### config.mk
export PLATFORM = sky130hd
export DESIGN_NAME = mux4_rr_arbiter
export DESIGN_NICKNAME = d
export VERILOG_FILES = /design/src/rtl/mux4_rr_arbiter.sv
export SDC_FILE = /design/constraint.sdc
export NUM_CORES = 1
export LEC_CHECK = 0
export ABC_AREA = 1
export CAP_MARGIN = 10
export CORE_ASPECT_RATIO = 1.75
export CORE_MARGIN = 2
export CORE_UTILIZATION = 30
export CTS_BUF_LIST = sky130_fd_sc_hd__clkbuf_8 sky130_fd_sc_hd__clkbuf_16
export CTS_CLUSTER_DIAMETER = 200
export DETAILED_ROUTE_END_ITERATION = 10
export PLACE_DENSITY = 0.65
export SLEW_MARGIN = 0
export SYNTH_ARGS = -nofsm -noshare
export SYNTH_HDL_FRONTEND = slang
export SYNTH_SLANG_ARGS = --single-unit
### constraint.sdc
create_clock -name clk -period 1.4 [get_ports clk]
set_input_delay 0.14 -clock clk [delete_from_list [all_inputs] [get_ports clk]]
set_output_delay 0.14 -clock clk [all_outputs]
set_load 0.02 [all_outputs]
### src/rtl/mux4_rr_arbiter.sv
// Four-way round-robin arbiter/sequencer for a shared 4:1 selector.
// Ports: clk, rst_n, req[3:0], a..d[W], out_ready -> out_valid, z, s, gnt, ack, busy.
// Optional build macro MUX4_ARB_FIXED_PRIO_EN: fixed priority (0 highest), no ptr.
module mux4_rr_arbiter #(
  parameter int W     = 8,
  parameter int BURST = 4
) (
  input  logic         clk,
  input  logic         rst_n,
  input  logic [3:0]   req,
  input  logic [W-1:0] a,
  input  logic [W-1:0] b,
  input  logic [W-1:0] c,
  input  logic [W-1:0] d,
  input  logic         out_ready,
  output logic         out_valid,
  output logic [W-1:0] z,
  output logic [1:0]   s,
  output logic [3:0]   gnt,
  output logic [3:0]   ack,
  output logic         busy
);

  typedef enum logic {
    IDLE,
    GRANT
  } state_t;

  localparam logic [3:0] LAST = 4'(BURST - 1);

  state_t       state_q, state_d;
  logic [1:0]   s_q, s_d;
  logic [3:0]   cnt_q, cnt_d;
  logic [1:0]   ptr;
  logic [1:0]   win;
  logic         win_vld;
  logic         rel;
  logic         xfer;
  logic [W-1:0] sel;

  // Search starts at ptr; scanning the offsets downward lets the
  // nearest set bit overwrite any farther one.
  always_comb begin
    win     = '0;
    win_vld = 1'b0;
    for (int k = 3; k >= 0; k--) begin
      if (req[ptr + 2'(k)]) begin
        win     = ptr + 2'(k);
        win_vld = 1'b1;
      end
    end
  end

  always_comb begin
    unique case (s_q)
      2'd0:    sel = a;
      2'd1:    sel = b;
      2'd2:    sel = c;
      default: sel = d;
    endcase
  end

  assign busy      = (state_q == GRANT);
  assign out_valid = busy & req[s_q];
  assign xfer      = out_valid & out_ready;
  assign gnt       = busy ? (4'b0001 << s_q) : 4'b0000;
  assign ack       = xfer ? gnt : 4'b0000;
  assign z         = out_valid ? sel : '0;
  assign s         = s_q;

  always_comb begin
    state_d = state_q;
    s_d     = s_q;
    cnt_d   = cnt_q;
    rel     = 1'b0;
    unique case (state_q)
      IDLE: begin
        if (win_vld) begin
          s_d     = win;
          cnt_d   = '0;
          state_d = GRANT;
        end
      end
      GRANT: begin
        // A transfer implies req[s] is still high.
        if (xfer && (cnt_q != LAST)) begin
          cnt_d = cnt_q + 4'd1;
        end else if (xfer || !req[s_q]) begin
          state_d = IDLE;
          rel     = 1'b1;
        end
      end
      default: state_d = IDLE;
    endcase
  end

  always_ff @(posedge clk or negedge rst_n) begin
    if (!rst_n) begin
      state_q <= IDLE;
      s_q     <= '0;
      cnt_q   <= '0;
    end else begin
      state_q <= state_d;
      s_q     <= s_d;
      cnt_q   <= cnt_d;
    end
  end

`ifdef MUX4_ARB_FIXED_PRIO_EN
  assign ptr = 2'd0;
`else
  logic [1:0] ptr_q, ptr_d;

  assign ptr_d = rel ? (s_q + 2'd1) : ptr_q;
  assign ptr   = ptr_q;

  always_ff @(posedge clk or negedge rst_n) begin
    if (!rst_n) begin
      ptr_q <= '0;
    end else begin
      ptr_q <= ptr_d;
    end
  end
`endif

endmodule

==> impl_metrics.yaml, run 1 <==
place:
  dp_cells: 298
  io_buffers: 58
  dp_hpwl_um: 3060
  placed_area_um2: 1980
  gp_congestion: 0.831
clock_network:
  cts_max_level: 1
  hold_buffers: 0
  cts-buffers-inserted: 3
  clk_pin_slew_ns: 0.05
  clk_latency_ns: 0.24
  cts.sinks: 9
  root_buffer: "clkbuf_8"
  cts_tree: "built"
  cts_max_path_buffers: 2
critical_path:
  slowest_delay_ns: 0.44
  cp_max_fo: 9
  crit_type: "reg2out"
  critical_path.slowest_cell: "dfrtp_2"
  cpLargestDelayFamily: "buffers and inverters"
  cp_cell_sequence: "inv_4 > buf_4 > ha_2 > buf_12 > a221oi_4 > nor3_2 > buf_4"
  worstPathRequired_ns: 1.26
  cp-start-kind: "flip-flop"
  worstPathArrival_ns: 1.72
  critPathBufInv: 4
  endpoint_kind: "primary output"
  cpMostUsedCell: "buf_4"
run:
  drv_cap: 0
drt:
  wire_per_inst_um: 14.4
  drtIter0Drc: 9
  dr.pass1.iters: 4
  viasPerCell: 4.86
  via_count: 1540
  ant_nets: 0
  drt_wl_total_um: 4550
  drc: 0
global_route:
  grt_pass1_wl_um: 6840
  grt_max_degree: 12
  antenna_found_initial: 0
  grt_pass1_vias: 1501
  gr-total-overflow: 0
  grtUsageTotal_pct: 21.7
power_and_ir_drop:
  swShare_pct: 50.4
  p_comb_share_pct: 84.0
  vdd_drop_max_v: 0.00139
  seq_power_share_pct: 10.4
  power_density_nw_per_um2: 2200
  switchingPower_mw: 2.72
  clockPowerShare_pct: 5.6
  p_int_mw: 2.68
  leakagePower_nw: 1.19
  p_total_mw: 5.40
yosys:
  synth_top_area_share_pct: 21.7
  yosysTopAreaCell: "nand2_1"
  async_flop_share_pct: 100
  synth_seq_area_share_pct: 21.4
  syn-cell-area_um2: 1050
  synth.most_common_cell: "nand2_1"
  synth_ff_type: "dfrtp_1"
  synth-seq-cells: 9
  syn_nets: 219
  syn_area_per_cell_um2: 6.05
  syn-instance-count: 174
  synth_common_cells: "nand2_1 (61), nor2_1 (20), inv_1 (16), nand3_1 (12), dfrtp_1 (9)"
  yosysWarningCount: 0
  ys_types: 24
  synthTopCellsByArea: "nand2_1 (22%), dfrtp_1 (21%), ha_1 (7.1%)"
  synth_edf_count: 0
layout:
  fin_cells: 317
  final_util_pct: 73.0
  multiInputGateArea_um2: 1130
  finalNetCount: 318
  final_cell_area_um2: 2450
  fillCellCount: 272
  drive_gt1_share_pct: 50.7
  syn_to_final_growth_pct: 133
  area.sequential_um2: 231
  diodes: 0
sta:
  max_freq_ghz: 0.539
  worst_slew_pin_slew_ns: 0.430
  hold_viol_final: 0
  fin_crit_ns: 1.86
  period_share_pct: 133
  final_max_slew_viol_count: 0
  max_slew_margin_pct: 71.2
  fin_setup_tns_ns: -7.49
  setup_ws_ns: -0.457
  fin_worst_skew_ns: 0.00166
  grt_setup_unrepaired: "yes"
  setup_viol: 23
die:
  core_area_um2: 3360
  die_height_um: 82.4
  dieWidth_um: 48.8
  initial_core_util_pct: 31.3
  ios: 59
  die_area_um2: 4020
  rows: 28
hold_path:
  min_path_type: "in2async"
status:
  violations: "negative setup slack"
  status: "complete, but fails checks"
[layout make-up]
cell class / instances / share of cell area [%]
flip-flops and latches: 9 / 9.43
repair buffers: 98 / 36.9
clock inverters: 1 / 0.153
well taps: 45 / 2.29
inverters: 19 / 3.62
clock buffers: 3 / 1.68
multi-input cells: 142 / 45.9
[power groups by stage]
stage | Combinational, mW | Sequential, mW | Clock, mW
after global placement | 3.19 | 0.522 | 0
final | 4.53 | 0.563 | 0.303
after global routing | 4.89 | 0.576 | 0.323
after detailed placement | 3.22 | 0.525 | 0
after floorplan | 2.00 | 0.522 | 0
after CTS | 3.59 | 0.539 | 0.303
[sequential cells by signal (all words and copies together) (netlist names)]
signal and count:
ptr 2, s 2, cnt_q 4, busy 1
[layer usage]
| layer | share of wire, % | vias to the layer above | global-route usage, % |
|---|---|---|---|
| met1 | 35 | 713 | 22.0 |
| met3 | 4.6 | 9 | 3.60 |
| li1 | - | 756 | - |
| met5 | 0 | - | 0 |
| met2 | 58 | 62 | 44.0 |
| met4 | 2.3 | 0 | 7.43 |
[through the flow]
stage / hold WS, ns / worst slack (ns)
final: 0.212 / -0.457
after global routing: 0.249 / -0.517
after CTS: 0.228 / -0.364
after detailed placement: 0.476 / -0.693
after global placement: 0.466 / -0.643
after floorplan: -0.156 / -0.102
[path summary, 6_finish.rpt]
kind,startpoint,endpoint,slack (ns),depth (start not counted)
max in group asynchronous,rst_n,busy,0.87,1
min in group clk,cnt_q[3],cnt_q[3],0.55,2
max,s[0],z[5],-0.46,7
min,rst_n,cnt_q[1],0.21,1
min reg2reg,cnt_q[3],cnt_q[3],0.55,2
max reg2reg,s[0],cnt_q[0],-0.31,13
[cells by family (layout without fill, tap and decap cells)]
family | count (synthesis) | after routing | share of synthesized area [%]
AOI/OAI and AO/OA | 17 | 17 | 11.3
buffers and inverters | 25 | 121 | 9.98
adders and majority gates | 6 | 6 | 7.13
DFF | 9 | 9 | 21.4
and+or+nand+nor | 115 | 117 | 48.6
xor gates and xnor gates | 2 | 2 | 1.66
[timing repair]
item                                    in CTS  in global routing
pin swaps                                   12                 27
cloned                                       3                  0
gates resized for setup                    118                 62
buffers inserted                             5                  7
endpoints found under the setup margin      27                 27
[layout by cell type, fill, tap and decap left out, drive strengths merged]
| cell | synthesis | final |
|---|---|---|
| xnor2 | 1 | 1 |
| a21oi | 1 | 1 |
| clkbuf | 4 | 4 |
| and2 | 1 | 1 |
| clkinv | 0 | 2 |
| dlygate4sd2 | 0 | 2 |
| buf | 2 | 57 |
| ha | 6 | 6 |
| nand3 | 12 | 12 |
| dfrtp | 9 | 9 |
| a221oi | 8 | 8 |
| nor2 | 22 | 22 |
| clkdlybuf4s50 | 0 | 38 |
| nand2 | 72 | 74 |
| nor3 | 8 | 8 |
| xor2 | 1 | 1 |
| inv | 19 | 18 |
| o21ai | 8 | 8 |
Note: power is estimated with default switching activity, not from simulation.
==> run 2: changes to the inputs <==
--- a/config.mk
+++ b/config.mk
@@ -8,12 +8,13 @@
 export ABC_AREA = 1
 export CAP_MARGIN = 10
 export CORE_ASPECT_RATIO = 1.75
-export CORE_MARGIN = 2
+export CORE_MARGIN = 3
 export CORE_UTILIZATION = 30
 export CTS_BUF_LIST = sky130_fd_sc_hd__clkbuf_8 sky130_fd_sc_hd__clkbuf_16
 export CTS_CLUSTER_DIAMETER = 200
 export DETAILED_ROUTE_END_ITERATION = 10
-export PLACE_DENSITY = 0.65
+export PLACE_DENSITY = 0.76
+export SKIP_LAST_GASP = 1
 export SLEW_MARGIN = 0
 export SYNTH_ARGS = -nofsm -noshare
 export SYNTH_HDL_FRONTEND = slang
==> impl_metrics.yaml, run 2 (synthesized netlist as in run 1, its figures left out) <==
clock_network:
  clk_latency_ns: 0.24
  cts-buffers-inserted: 3
  root_buffer: "clkbuf_8"
  cts_max_path_buffers: 2
  cts_tree: "built"
  clk_pin_slew_ns: 0.05
  hold_buffers: 0
  cts_max_level: 1
  cts.sinks: 9
place:
  dp_hpwl_um: 3160
  dpl_worst_slack_ns: -0.688
  io_buffers: 58
  dp_cells: 300
  gp_congestion: 0.809
sta:
  fin_worst_skew_ns: 0.00105
  final_max_slew_viol_count: 0
  fin_crit_ns: 1.80
  max_freq_ghz: 0.555
  setup_ws_ns: -0.403
  setup_viol: 25
  grt_setup_unrepaired: "yes"
  worst_slew_pin_slew_ns: 0.413
  max_slew_margin_pct: 72.4
  period_share_pct: 129
  fin_setup_tns_ns: -6.94
  hold_viol_final: 0
drt:
  viasPerCell: 5.11
  via_count: 1626
  wire_per_inst_um: 15.9
  drt_wl_total_um: 5060
  drc: 0
  drtIter0Drc: 50
  ant_nets: 0
  dr.pass1.iters: 4
critical_path:
  crit_type: "reg2out"
  endpoint_kind: "primary output"
  worstPathRequired_ns: 1.26
  cp_cell_sequence: "buf_4 > ha_4 > nand2_1 > nand2_1 > a221oi_2 > nor3_2 > buf_4"
  worstPathArrival_ns: 1.66
  cp-start-kind: "flip-flop"
  critPathBufInv: 2
  cp_max_fo: 9
  slowest_delay_ns: 0.45
  cpLargestDelayFamily: "flip-flops"
  worst-r2r-setup-slack_ns: -0.27
  critical_path.slowest_cell: "dfrtp_2"
status:
  violations: "negative setup slack"
  status: "complete, but fails checks"
hold_path:
  min_path_type: "in2async"
layout:
  multiInputGateArea_um2: 1080
  area.sequential_um2: 231
  largest_reg_flops: 4
  drive_gt1_share_pct: 54.9
  max_flop_register: "cnt_q"
  fin_cells: 318
  mostFrequentLayoutCells: "nand2_1 (43), buf_4 (38), clkdlybuf4s50_1 (37)"
  syn_to_final_growth_pct: 131
  layout_commonest_cell: "nand2_1"
  diodes: 0
  fillCellCount: 207
  finalNetCount: 321
  final_util_pct: 74.9
die:
  rows: 27
  die_area_um2: 4290
  ios: 59
  initial_core_util_pct: 32.5
  dieWidth_um: 50.8
  core_area_um2: 3240
  die_height_um: 84.4
run:
  drv_cap: 0
global_route:
  gr-total-overflow: 0
  grtUsageTotal_pct: 21.0
  grt_pass1_wl_um: 7070
  grt_pass1_vias: 1563
  grt_max_degree: 11
  antenna_found_initial: 0
power_and_ir_drop:
  leakagePower_nw: 1.21
  p_total_mw: 5.39
  power_density_nw_per_um2: 2220
  vdd_drop_max_v: 0.00135
run 2: changes by cell type in the layout (fill, tap and decap cells not counted), moves of 3 or more:
cell,before,now
o21ai_1,5,2
buf_2,0,3
o21ai_2,0,4
nand2_4,17,12
nand2_2,14,17
inv_2,3,6
inv_1,12,9
a221oi_2,0,7
buf_4,42,38
buf_6,13,17
a221oi_4,8,1
run 2: worst reg2reg max path, stage by stage (launching register included):
cell	delay [ns]
dfrtp_2	0.45
buf_6	0.13
o21ai_2	0.05
o21ai_2	0.21
nand2_4	0.14
nor2_4	0.14
buf_4	0.13
buf_6	0.10
nand2_8	0.07
nand3_1	0.08
nand2_1	0.06
run 2: cell type report:
| cell class | count | area share (%) |
|---|---|---|
| multi-input combinational | 142 | 44.6 |
| inverter | 19 | 3.55 |
| timing repair buffer | 101 | 38.2 |
| tap | 43 | 2.21 |
| clock buffer | 3 | 1.70 |
| sequential | 9 | 9.53 |
| clock inverter | 1 | 0.154 |
run 2: final timing paths:
kind                               start        to  cells past startpoint
worst max register to register      s[0]  cnt_q[3]                     10
worst min register to register  cnt_q[1]  cnt_q[1]                      2
max in group asynchronous          rst_n    ptr[1]                      1
worst min-delay path               rst_n  cnt_q[1]                      1
min in group clk                cnt_q[1]  cnt_q[1]                      2
worst max-delay path                s[1]      z[3]                      7
run 2: per-layer routing:
layer | GRT usage [%] | wire (um) | up-vias
li1 | - | - | 764
met1 | 21.5 | 1710 | 750
met2 | 41.0 | 2760 | 90
met3 | 3.91 | 373 | 22
met4 | 6.37 | 213 | 0
met5 | 0 | 0 | -
run 2: repair_timing:
action,in CTS,in global routing
gates cloned,2,0
endpoints found under the setup margin,27,27
buffers inserted,5,9
gates resized for setup,116,66
pin swaps,10,17
run 2: power breakdown:
part / switching, mW / internal [mW] / leakage (nW) / total (mW)
Combinational: 2.46 / 2.06 / 1.07 / 4.52
Clock: 0.110 / 0.192 / 0.0269 / 0.301
Sequential: 0.190 / 0.379 / 0.109 / 0.569
Total: 2.76 / 2.63 / 1.21 / 5.39
run 2: per-stage QoR:
step | instance area [um2] | hold WS (ns)
3_5_place_dp | 2010 | 0.466
3_3_place_gp | 2010 | 0.460
2_1_floorplan | 1180 | -0.156
4_1_cts | 2180 | 0.220
5_1_grt | 2430 | 0.241
6_report | 2430 | 0.204
==> run 3: changes to the inputs <==
--- a/config.mk
+++ b/config.mk
@@ -7,13 +7,14 @@
 export LEC_CHECK = 0
 export ABC_AREA = 1
 export CAP_MARGIN = 10
-export CORE_ASPECT_RATIO = 1.75
+export CORE_ASPECT_RATIO = 2
 export CORE_MARGIN = 3
 export CORE_UTILIZATION = 30
 export CTS_BUF_LIST = sky130_fd_sc_hd__clkbuf_8 sky130_fd_sc_hd__clkbuf_16
 export CTS_CLUSTER_DIAMETER = 200
 export DETAILED_ROUTE_END_ITERATION = 10
 export PLACE_DENSITY = 0.76
+export RECOVER_POWER = 100
 export SKIP_LAST_GASP = 1
 export SLEW_MARGIN = 0
 export SYNTH_ARGS = -nofsm -noshare
==> impl_metrics.yaml, run 3 (synthesized netlist as in run 1, its figures left out) <==
clock_network:
  hold_buffers: 0
  cts_max_path_buffers: 2
  clk_latency_ns: 0.23
  clk_pin_slew_ns: 0.05
  cts_max_level: 1
  cts.sinks: 9
  cts_tree: "built"
  root_buffer: "clkbuf_8"
  cts-buffers-inserted: 3
sta:
  period_share_pct: 131
  grt_setup_unrepaired: "yes"
  worst_slew_pin_slew_ns: 0.404
  final_max_slew_viol_count: 0
  hold_viol_final: 0
  setup_ws_ns: -0.436
  max_freq_ghz: 0.545
  fin_worst_skew_ns: 0.00122
  max_slew_margin_pct: 73.0
  setup_viol: 25
  fin_crit_ns: 1.84
drt:
  wire_per_inst_um: 15.7
  drc: 0
  drtIter0Drc: 20
  ant_nets: 0
  dr.pass1.iters: 4
  via_count: 1568
  drt_wl_total_um: 4760
  viasPerCell: 5.17
die:
  rows: 29
  initial_core_util_pct: 32.3
  ios: 59
  core_area_um2: 3270
  die_area_um2: 4300
  dieWidth_um: 47.9
  die_height_um: 89.8
global_route:
  antenna_found_initial: 0
  grt_pass1_vias: 1483
  grt_pass1_wl_um: 6410
  gr-total-overflow: 0
  grt_max_degree: 11
  grtUsageTotal_pct: 19.8
layout:
  layout_commonest_cell: "nand2_1"
  largest_reg_flops: 4
  max_flop_register: "cnt_q"
  diodes: 0
  fin_cells: 303
  syn_to_final_growth_pct: 125
  drive_gt1_share_pct: 51.5
  finalNetCount: 318
  final_util_pct: 72.6
  mostFrequentLayoutCells: "nand2_1 (40), buf_4 (39), clkdlybuf4s50_1 (37)"
critical_path:
  crit_type: "reg2out"
  critical_path.slowest_cell: "dfrtp_2"
  slowest_delay_ns: 0.45
  cp_cell_sequence: "buf_4 > ha_4 > buf_6 > a221oi_2 > nor3_2 > buf_4"
  worstPathRequired_ns: 1.26
  cpMostUsedCell: "buf_4"
  endpoint_kind: "primary output"
  cp_max_fo: 5
  worstPathArrival_ns: 1.70
  cp-start-kind: "flip-flop"
power_and_ir_drop:
  leakagePower_nw: 1.19
  power_density_nw_per_um2: 2190
  vdd_drop_max_v: 0.00148
place:
  gp_congestion: 0.826
  dp_cells: 286
  dp_hpwl_um: 3100
  dpl_worst_slack_ns: -0.675
  io_buffers: 58
status:
  violations: "negative setup slack"
  status: "complete, but fails checks"
run:
  drv_cap: 0
hold_path:
  min_path_type: "in2async"
-- run 3: area by class of cell --
cell class              instances  area [um2]
repair buffers                 98         908
well taps                      31        38.8
clock inverters                 1        5.00
inverters                      19        88.8
clock buffers                   3        41.3
flip-flops and latches          9         231
multi-input cells             142        1060
fillers                       228         896
-- run 3: through the flow --
stage               total power [mW]  area [um2]  hold WS [ns]  setup TNS, ns
floorplan                       2.52        1180        -0.156          -1.02
global placement                3.73        1980         0.457         -10.26
detailed placement              3.77        1980         0.461         -10.92
CTS                             4.66        2180         0.206          -6.29
global route                    5.54        2370         0.298          -9.90
finish                          5.20        2370         0.270          -7.90
-- run 3: report_power, final --
part           internal (mW)  switching (mW)  total [mW]
Combinational           1.96            2.39        4.35
Sequential             0.379           0.165       0.543
Clock                  0.194           0.108       0.302
Total                   2.53            2.66        5.20
-- run 3: metal layers --
metal | share of wire [%] | track usage (%) | vias up | wire length, um
met5 | 0 | 0 | - | 0
met4 | 3.2 | 7.87 | 0 | 152
met3 | 8.4 | 5.40 | 13 | 400
met2 | 57 | 37.2 | 70 | 2700
met1 | 32 | 17.4 | 731 | 1500
li1 | - | - | 754 | -
-- run 3: what timing repair did --
item                       4_1_cts  5_1_grt
pin swaps                       20       21
setup endpoints to repair       27       27
cloned                           2        0
resized for setup              126       40
setup buffers                    3        8
-- run 3: worst max-delay path, delay by kind of cell (launching register included) --
family | cells | cell delay (ns)
AO/OA/AOI/OAI | 1 | 0.31
buffers and inverters | 3 | 0.45
adder cells (fa/ha/maj) | 1 | 0.15
AND/OR/NAND/NOR | 1 | 0.09
flip-flops | 1 | 0.45
-- run 3: worst paths after layout --
path	to	cells past startpoint	from	slack (ns)
worst max-delay path	z[7]	6	s[0]	-0.44
worst min-delay path	cnt_q[1]	1	rst_n	0.27
worst max register to register	cnt_q[3]	13	s[0]	-0.39
worst min register to register	cnt_q[3]	2	cnt_q[3]	0.57
max in group asynchronous	busy	1	rst_n	0.82
min in group clk	cnt_q[3]	2	cnt_q[3]	0.57
